### src/rtl/imm_pkg.sv
// rtl/imm_pkg.sv - immediate-format, opcode and skid-state definitions for imm_gen_stage
package imm_pkg;

  typedef enum logic [2:0] {
    IMM_NONE = 3'd0,
    IMM_I    = 3'd1,
    IMM_S    = 3'd2,
    IMM_B    = 3'd3,
    IMM_U    = 3'd4,
    IMM_J    = 3'd5,
    IMM_Z    = 3'd6
  } imm_fmt_e;

  typedef enum logic [1:0] {
    ST_EMPTY = 2'd0,
    ST_FULL  = 2'd1,
    ST_SKID  = 2'd2
  } skid_state_e;

  localparam logic [6:0] OPC_LOAD    = 7'h03;
  localparam logic [6:0] OPC_OPIMM   = 7'h13;
  localparam logic [6:0] OPC_OPIMM32 = 7'h1B;
  localparam logic [6:0] OPC_JALR    = 7'h67;
  localparam logic [6:0] OPC_STORE   = 7'h23;
  localparam logic [6:0] OPC_BRANCH  = 7'h63;
  localparam logic [6:0] OPC_LUI     = 7'h37;
  localparam logic [6:0] OPC_AUIPC   = 7'h17;
  localparam logic [6:0] OPC_JAL     = 7'h6F;
  localparam logic [6:0] OPC_SYSTEM  = 7'h73;

  localparam logic [2:0] F3_SLL = 3'b001;
  localparam logic [2:0] F3_SRX = 3'b101;

endpackage

### src/rtl/imm_decode_comb.sv
// rtl/imm_decode_comb.sv - combinational instr -> {imm, fmt, illegal}; IMMGEN_CSR_EN adds CSR zimm
module imm_decode_comb
  import imm_pkg::*;
#(
  parameter int XLEN = 32
) (
  input  logic [31:0]     instr,
  output logic [XLEN-1:0] imm,
  output imm_fmt_e        fmt,
  output logic            illegal
);

  logic [6:0]  opc;
  logic [2:0]  f3;
  logic        is_shift;
  logic [63:0] imm_w;

  assign opc      = instr[6:0];
  assign f3       = instr[14:12];
  assign is_shift = (f3 == F3_SLL) || (f3 == F3_SRX);

  // Immediates are built at 64 bits and truncated, so one path serves both XLENs.
  always_comb begin
    imm_w   = '0;
    fmt     = IMM_NONE;
    illegal = 1'b1;
    case (opc)
      OPC_LOAD, OPC_JALR: begin
        imm_w   = {{52{instr[31]}}, instr[31:20]};
        fmt     = IMM_I;
        illegal = 1'b0;
      end
      OPC_OPIMM: begin
        fmt     = IMM_I;
        illegal = 1'b0;
        if (is_shift) begin
          if (XLEN == 64) imm_w = {58'b0, instr[25:20]};
          else            imm_w = {59'b0, instr[24:20]};
        end else begin
          imm_w = {{52{instr[31]}}, instr[31:20]};
        end
      end
      OPC_OPIMM32: begin
        if (XLEN == 64) begin
          fmt     = IMM_I;
          illegal = 1'b0;
          if (is_shift) imm_w = {59'b0, instr[24:20]};
          else          imm_w = {{52{instr[31]}}, instr[31:20]};
        end
      end
      OPC_STORE: begin
        imm_w   = {{52{instr[31]}}, instr[31:25], instr[11:7]};
        fmt     = IMM_S;
        illegal = 1'b0;
      end
      OPC_BRANCH: begin
        imm_w   = {{51{instr[31]}}, instr[31], instr[7], instr[30:25], instr[11:8], 1'b0};
        fmt     = IMM_B;
        illegal = 1'b0;
      end
      OPC_LUI, OPC_AUIPC: begin
        imm_w   = {{32{instr[31]}}, instr[31:12], 12'b0};
        fmt     = IMM_U;
        illegal = 1'b0;
      end
      OPC_JAL: begin
        imm_w   = {{43{instr[31]}}, instr[31], instr[19:12], instr[20], instr[30:21], 1'b0};
        fmt     = IMM_J;
        illegal = 1'b0;
      end
`ifdef IMMGEN_CSR_EN
      OPC_SYSTEM: begin
        if (f3[2]) begin
          imm_w   = {59'b0, instr[19:15]};
          fmt     = IMM_Z;
          illegal = 1'b0;
        end
      end
`else
`endif
      default: ;
    endcase
  end

  assign imm = imm_w[XLEN-1:0];

endmodule

### src/rtl/imm_gen_stage.sv
// rtl/imm_gen_stage.sv - registered immediate generator with 2-entry skid buffer; IMMGEN_CSR_EN enables CSR zimm
module imm_gen_stage
  import imm_pkg::*;
#(
  parameter int XLEN = 32
) (
  input  logic            clk,
  input  logic            rst_n,
  input  logic            in_valid,
  output logic            in_ready,
  input  logic [31:0]     instr,
  output logic            out_valid,
  input  logic            out_ready,
  output logic [XLEN-1:0] imm,
  output logic [2:0]      fmt,
  output logic            illegal
);

  logic [XLEN-1:0] dec_imm;
  imm_fmt_e        dec_fmt;
  logic            dec_ill;

  imm_decode_comb #(.XLEN(XLEN)) u_dec (
    .instr   (instr),
    .imm     (dec_imm),
    .fmt     (dec_fmt),
    .illegal (dec_ill)
  );

  skid_state_e     state_q, state_d;
  logic [XLEN-1:0] out_imm_q, out_imm_d;
  imm_fmt_e        out_fmt_q, out_fmt_d;
  logic            out_ill_q, out_ill_d;
  logic [XLEN-1:0] skid_imm_q, skid_imm_d;
  imm_fmt_e        skid_fmt_q, skid_fmt_d;
  logic            skid_ill_q, skid_ill_d;
  logic            push, pop;

  // Handshake outputs come from registered state only.
  assign in_ready  = (state_q != ST_SKID);
  assign out_valid = (state_q != ST_EMPTY);
  assign push      = in_valid && in_ready;
  assign pop       = out_valid && out_ready;

  always_comb begin
    state_d    = state_q;
    out_imm_d  = out_imm_q;
    out_fmt_d  = out_fmt_q;
    out_ill_d  = out_ill_q;
    skid_imm_d = skid_imm_q;
    skid_fmt_d = skid_fmt_q;
    skid_ill_d = skid_ill_q;
    case (state_q)
      ST_EMPTY: begin
        if (push) begin
          out_imm_d = dec_imm;
          out_fmt_d = dec_fmt;
          out_ill_d = dec_ill;
          state_d   = ST_FULL;
        end
      end
      ST_FULL: begin
        if (push && pop) begin
          out_imm_d = dec_imm;
          out_fmt_d = dec_fmt;
          out_ill_d = dec_ill;
        end else if (push) begin
          skid_imm_d = dec_imm;
          skid_fmt_d = dec_fmt;
          skid_ill_d = dec_ill;
          state_d    = ST_SKID;
        end else if (pop) begin
          state_d = ST_EMPTY;
        end
      end
      ST_SKID: begin
        if (pop) begin
          out_imm_d = skid_imm_q;
          out_fmt_d = skid_fmt_q;
          out_ill_d = skid_ill_q;
          state_d   = ST_FULL;
        end
      end
      default: state_d = ST_EMPTY;
    endcase
  end

  always_ff @(posedge clk or negedge rst_n) begin
    if (!rst_n) begin
      state_q    <= ST_EMPTY;
      out_imm_q  <= '0;
      out_fmt_q  <= IMM_NONE;
      out_ill_q  <= 1'b0;
      skid_imm_q <= '0;
      skid_fmt_q <= IMM_NONE;
      skid_ill_q <= 1'b0;
    end else begin
      state_q    <= state_d;
      out_imm_q  <= out_imm_d;
      out_fmt_q  <= out_fmt_d;
      out_ill_q  <= out_ill_d;
      skid_imm_q <= skid_imm_d;
      skid_fmt_q <= skid_fmt_d;
      skid_ill_q <= skid_ill_d;
    end
  end

  assign imm     = out_imm_q;
  assign fmt     = out_fmt_q;
  assign illegal = out_ill_q;

endmodule

### config.mk
export PLATFORM = sky130hd
export DESIGN_NAME = imm_gen_stage
export DESIGN_NICKNAME = d
export VERILOG_FILES = /design/src/rtl/imm_pkg.sv /design/src/rtl/imm_decode_comb.sv /design/src/rtl/imm_gen_stage.sv
export SDC_FILE = /design/constraint.sdc
export NUM_CORES = 1
export LEC_CHECK = 0
export ABC_AREA = 1
export CAP_MARGIN = 20
export CORE_MARGIN = 10
export CORE_UTILIZATION = 48
export DETAILED_ROUTE_END_ITERATION = 16
export GPL_TIMING_DRIVEN = 0
export PLACE_DENSITY = 0.8
export SLEW_MARGIN = 40
export SYNTH_ARGS = -nofsm -noshare
export SYNTH_HDL_FRONTEND = slang
export SYNTH_SLANG_ARGS = --single-unit
### constraint.sdc
create_clock -name clk -period 1.4 [get_ports clk]
set_clock_uncertainty 0.2 [all_clocks]
set_input_delay 0.21 -clock clk [delete_from_list [all_inputs] [get_ports clk]]
set_output_delay 0.21 -clock clk [all_outputs]
set_load 0.01 [all_outputs]
==> impl_summary.txt <==
----------------------------------------------------
[Run status]
  Result of the run ... complete, but fails checks
  Failing checks ... negative setup slack

[Floorplan]
  Area of the core ... 0.00868 mm^2
  Row count ... 34
  Die Span Y ... 114 um
  Width of the chip ... 114 um
  Die area ... 0.0131 mm^2
  I/O Pins ... 74
  Effective utilization at floorplan ... 49.3%

[Routing]
  DRC ... 0
  Number of iterations in the first detailed-routing pass ... 7
  Violation count after the first detailed-routing iteration ... 441
  Number of vias after detailed routing ... 4,629
  Average routed wire per standard cell ... 16.1 um
  Vias per inst ... 5.41
  Total wire length after detailed routing ... 13,800 um
  Remaining antenna violation count ... 0

[Global route]
  Via count of the first global-routing pass ... 4,552
  Overall fraction of global-route tracks in use ... 20.7%
  Number of antenna violations at the first check in global routing ... 0
  Largest net degree at the start of global routing ... 51
  First-pass GRT wire length ... 22,100 um
  Leftover overflow at the end of global routing ... 0

[Logic synthesis]
  Sequential cell area fraction in the yosys report ... 43.3%
  Number of unique standard cell types used by synthesis ... 22
  Post-synth design cell area ... 0.00428 mm^2
  Post-synth net total ... 668
  Number of cells produced by synthesis ... 632
  Mean post-synth cell area ... 6.76 um^2
  Register bit total from synthesis ... 74
  Number of synthesis warnings ... 0

[Critical path]
  Startpoint-to-endpoint class of the critical path ... register to register
  Crit path capture type ... register
  Largest fanout of any net on the critical path ... 6
  Reg2Reg Launch Point ... state_q[1]
  Terminus of the critical flop-to-flop path ... imm[11]
  Type of origin of the critical path ... register
  Critical path endpoint ... imm[11]
  Data arrival time of the critical path ... 1.85 ns
  CP Launch Point ... state_q[1]
  Length in cells of the worst reg-to-reg path ... 9
  Data required time at the worst endpoint ... 1.50 ns
  Setup slack, reg-to-reg ... -0.35 ns

[Clocking]
  Clock buffers created by TritonCTS ... 9
  Clock tree from TritonCTS ... done
  Number of buffers on the longest clock path ... 2
  Cell at the root of the clock tree ... clkbuf_8
  Source-to-sink clock delay at the later pin of the worst-skew pair ... 0.36 ns
  Clock-pin slew reported for the worst setup and hold paths after clock tree synthesis ... 0.08 ns
  Number of H-tree levels ... 3
  Number of clock sinks seen by CTS ... 74

[Placed design]
  DPL Wire Length ... 9570 um
  Cells after DPL ... 814
  Placer's final routability congestion estimate ... 0.956
  Quantity of I/O buffers inserted on ports ... 73

[Final layout]
  Number of nets at the end of the flow ... 778
  Count of inserted antenna diode cells ... 0
  Most common cell after layout, fill and taps aside ... nand2_1
  Leading cell types in the layout, fill and taps excluded ... nand2_1, nor2_1, dfrtp_1
  Share of layout cells above drive strength 1 ... 21.3%
  Total area of multi-input combinational cells ... 0.00223 mm^2
  Sequential Area ... 0.00185 mm^2
  Area growth, synth to finish ... 35.5%
  Final standard cell utilization of the core ... 66.8%
  Number of cells in the finished layout apart from fillers ... 855
  Fill cell count ... 773

[STA]
  Number of endpoints failing setup at the final stage ... 76
  Slew HR ... 69.3%
  Sum of negative setup slack ... -20.49 ns
  Final worst slack ... -0.350 ns
  Unrepaired setup endpoints after global routing ... yes
  Final critical path time including I/O delays and setup ... 1.75 ns
  Ratio of final minimum period to clock period ... 125%
  Pins Over Slew Limit ... 0
  Worst-Margin Slew ... 0.459 ns
  Final hold vios ... 0
  Maximum clock rate ... 571 MHz

[Run]
  Number of max-cap violations ... 0

[Pwr]
  Worst vdd rail ir drop ... 0.776 mV
  Pwr per Cell Area ... 1670 mW/mm^2
  Leakage dissipation ... 3.32 nW

[Min path]
  Worst min-delay path class ... input pin to async pin

----------------------------------------------------
-- cells in the mapped netlist --
cell type | instances | area share [%]
a21oi_1 | 21 | 2.5
a21oi_4 | 1 | 0.38
a31oi_1 | 14 | 2.0
buf_1 | 2 | 0.18
buf_2 | 18 | 2.1
buf_4 | 4 | 0.70
clkbuf_1 | 8 | 0.70
dfrtp_1 | 74 | 43
inv_1 | 41 | 3.6
inv_2 | 8 | 0.70
nand2_1 | 217 | 19
nand2_2 | 3 | 0.44
nand2_4 | 2 | 0.53
nand3_1 | 72 | 8.4
nand3_2 | 1 | 0.23
nand4_1 | 4 | 0.59
nor2_1 | 115 | 10
nor2_2 | 3 | 0.44
nor2_4 | 3 | 0.79
nor2_8 | 2 | 0.94
o211ai_1 | 1 | 0.18
o21ai_1 | 18 | 2.1
-- stage by stage --
step	cell area (um^2)	setup slack (ns)	power [W]	hold WS [ns]
after global routing	5790	-0.434	0.0103	0.106
after CTS	5760	-0.327	0.00943	0.0883
final	5790	-0.350	0.00968	0.0702
after detailed placement	5240	-0.789	0.00713	-0.109
after floorplan	4350	-0.0664	0.00537	-0.286
after global placement	5210	-2.70	0.00699	0.261
-- report_power, final --
group          switching [W]  internal, W  total [W]
clock               0.000851      0.00128    0.00213
combinational        0.00243      0.00185    0.00428
sequential          0.000394      0.00287    0.00327
total                0.00367      0.00601    0.00968
-- critical path, stage by stage, from the launching register on --
cell,delay (ns)
dfrtp_1,0.43
buf_6,0.14
nor2_4,0.11
nand3_2,0.10
nand2_4,0.10
nand3_4,0.14
buf_8,0.19
a21oi_2,0.12
nand2_2,0.09
nand2_2,0.07
-- metal layers --
layer	global-route usage, %	up-vias	routed length, um
met4	8.69	0	435
met2	33.4	214	6410
met1	25.7	2158	5880
met5	0	-	0
met3	5.29	40	1060
li1	-	2217	-
-- cell families (layout without fill, tap and decap cells) --
| group | after synthesis | after routing | synth area share (%) |
|---|---|---|---|
| buf+inv | 81 | 195 | 7.99 |
| compound gates | 55 | 55 | 7.17 |
| simple gates | 422 | 423 | 41.5 |
| flops | 74 | 74 | 43.3 |
-- worst min-delay path by stage --
stage,startpoint,endpoint,cells after the start
final,rst_n,skid_imm_q[16],2
after global routing,rst_n,skid_imm_q[16],2
after floorplan,rst_n,fmt[0],0
after CTS,rst_n,skid_imm_q[16],2
after global placement,imm[17],imm[17],2
after detailed placement,rst_n,skid_imm_q[16],1
-- state kept, by name (all words and copies together), names as in the netlist --
register,cells
skid_ill_q,1
state_q,2
skid_fmt_q,3
fmt,3
illegal,1
skid_imm_q,32
imm,32
-- repair_timing --
item	CTS	global route
pin swaps	8	10
endpoints found under the setup margin	112	111
resized for setup	141	64
cloned	3	2
hold endpoints to repair	74	0
setup buffers	11	8
hold buffers	1	0
-- area by class of cell --
class / instances / area share (%)
sequential: 74 / 32.0
inverter: 49 / 3.17
timing repair buffer: 98 / 14.3
clock buffer: 12 / 2.68
tap: 108 / 2.33
clock inverter: 4 / 1.68
multi-input combinational: 478 / 38.5
buffer: 32 / 5.27
Power figures use the tool's default switching activity.
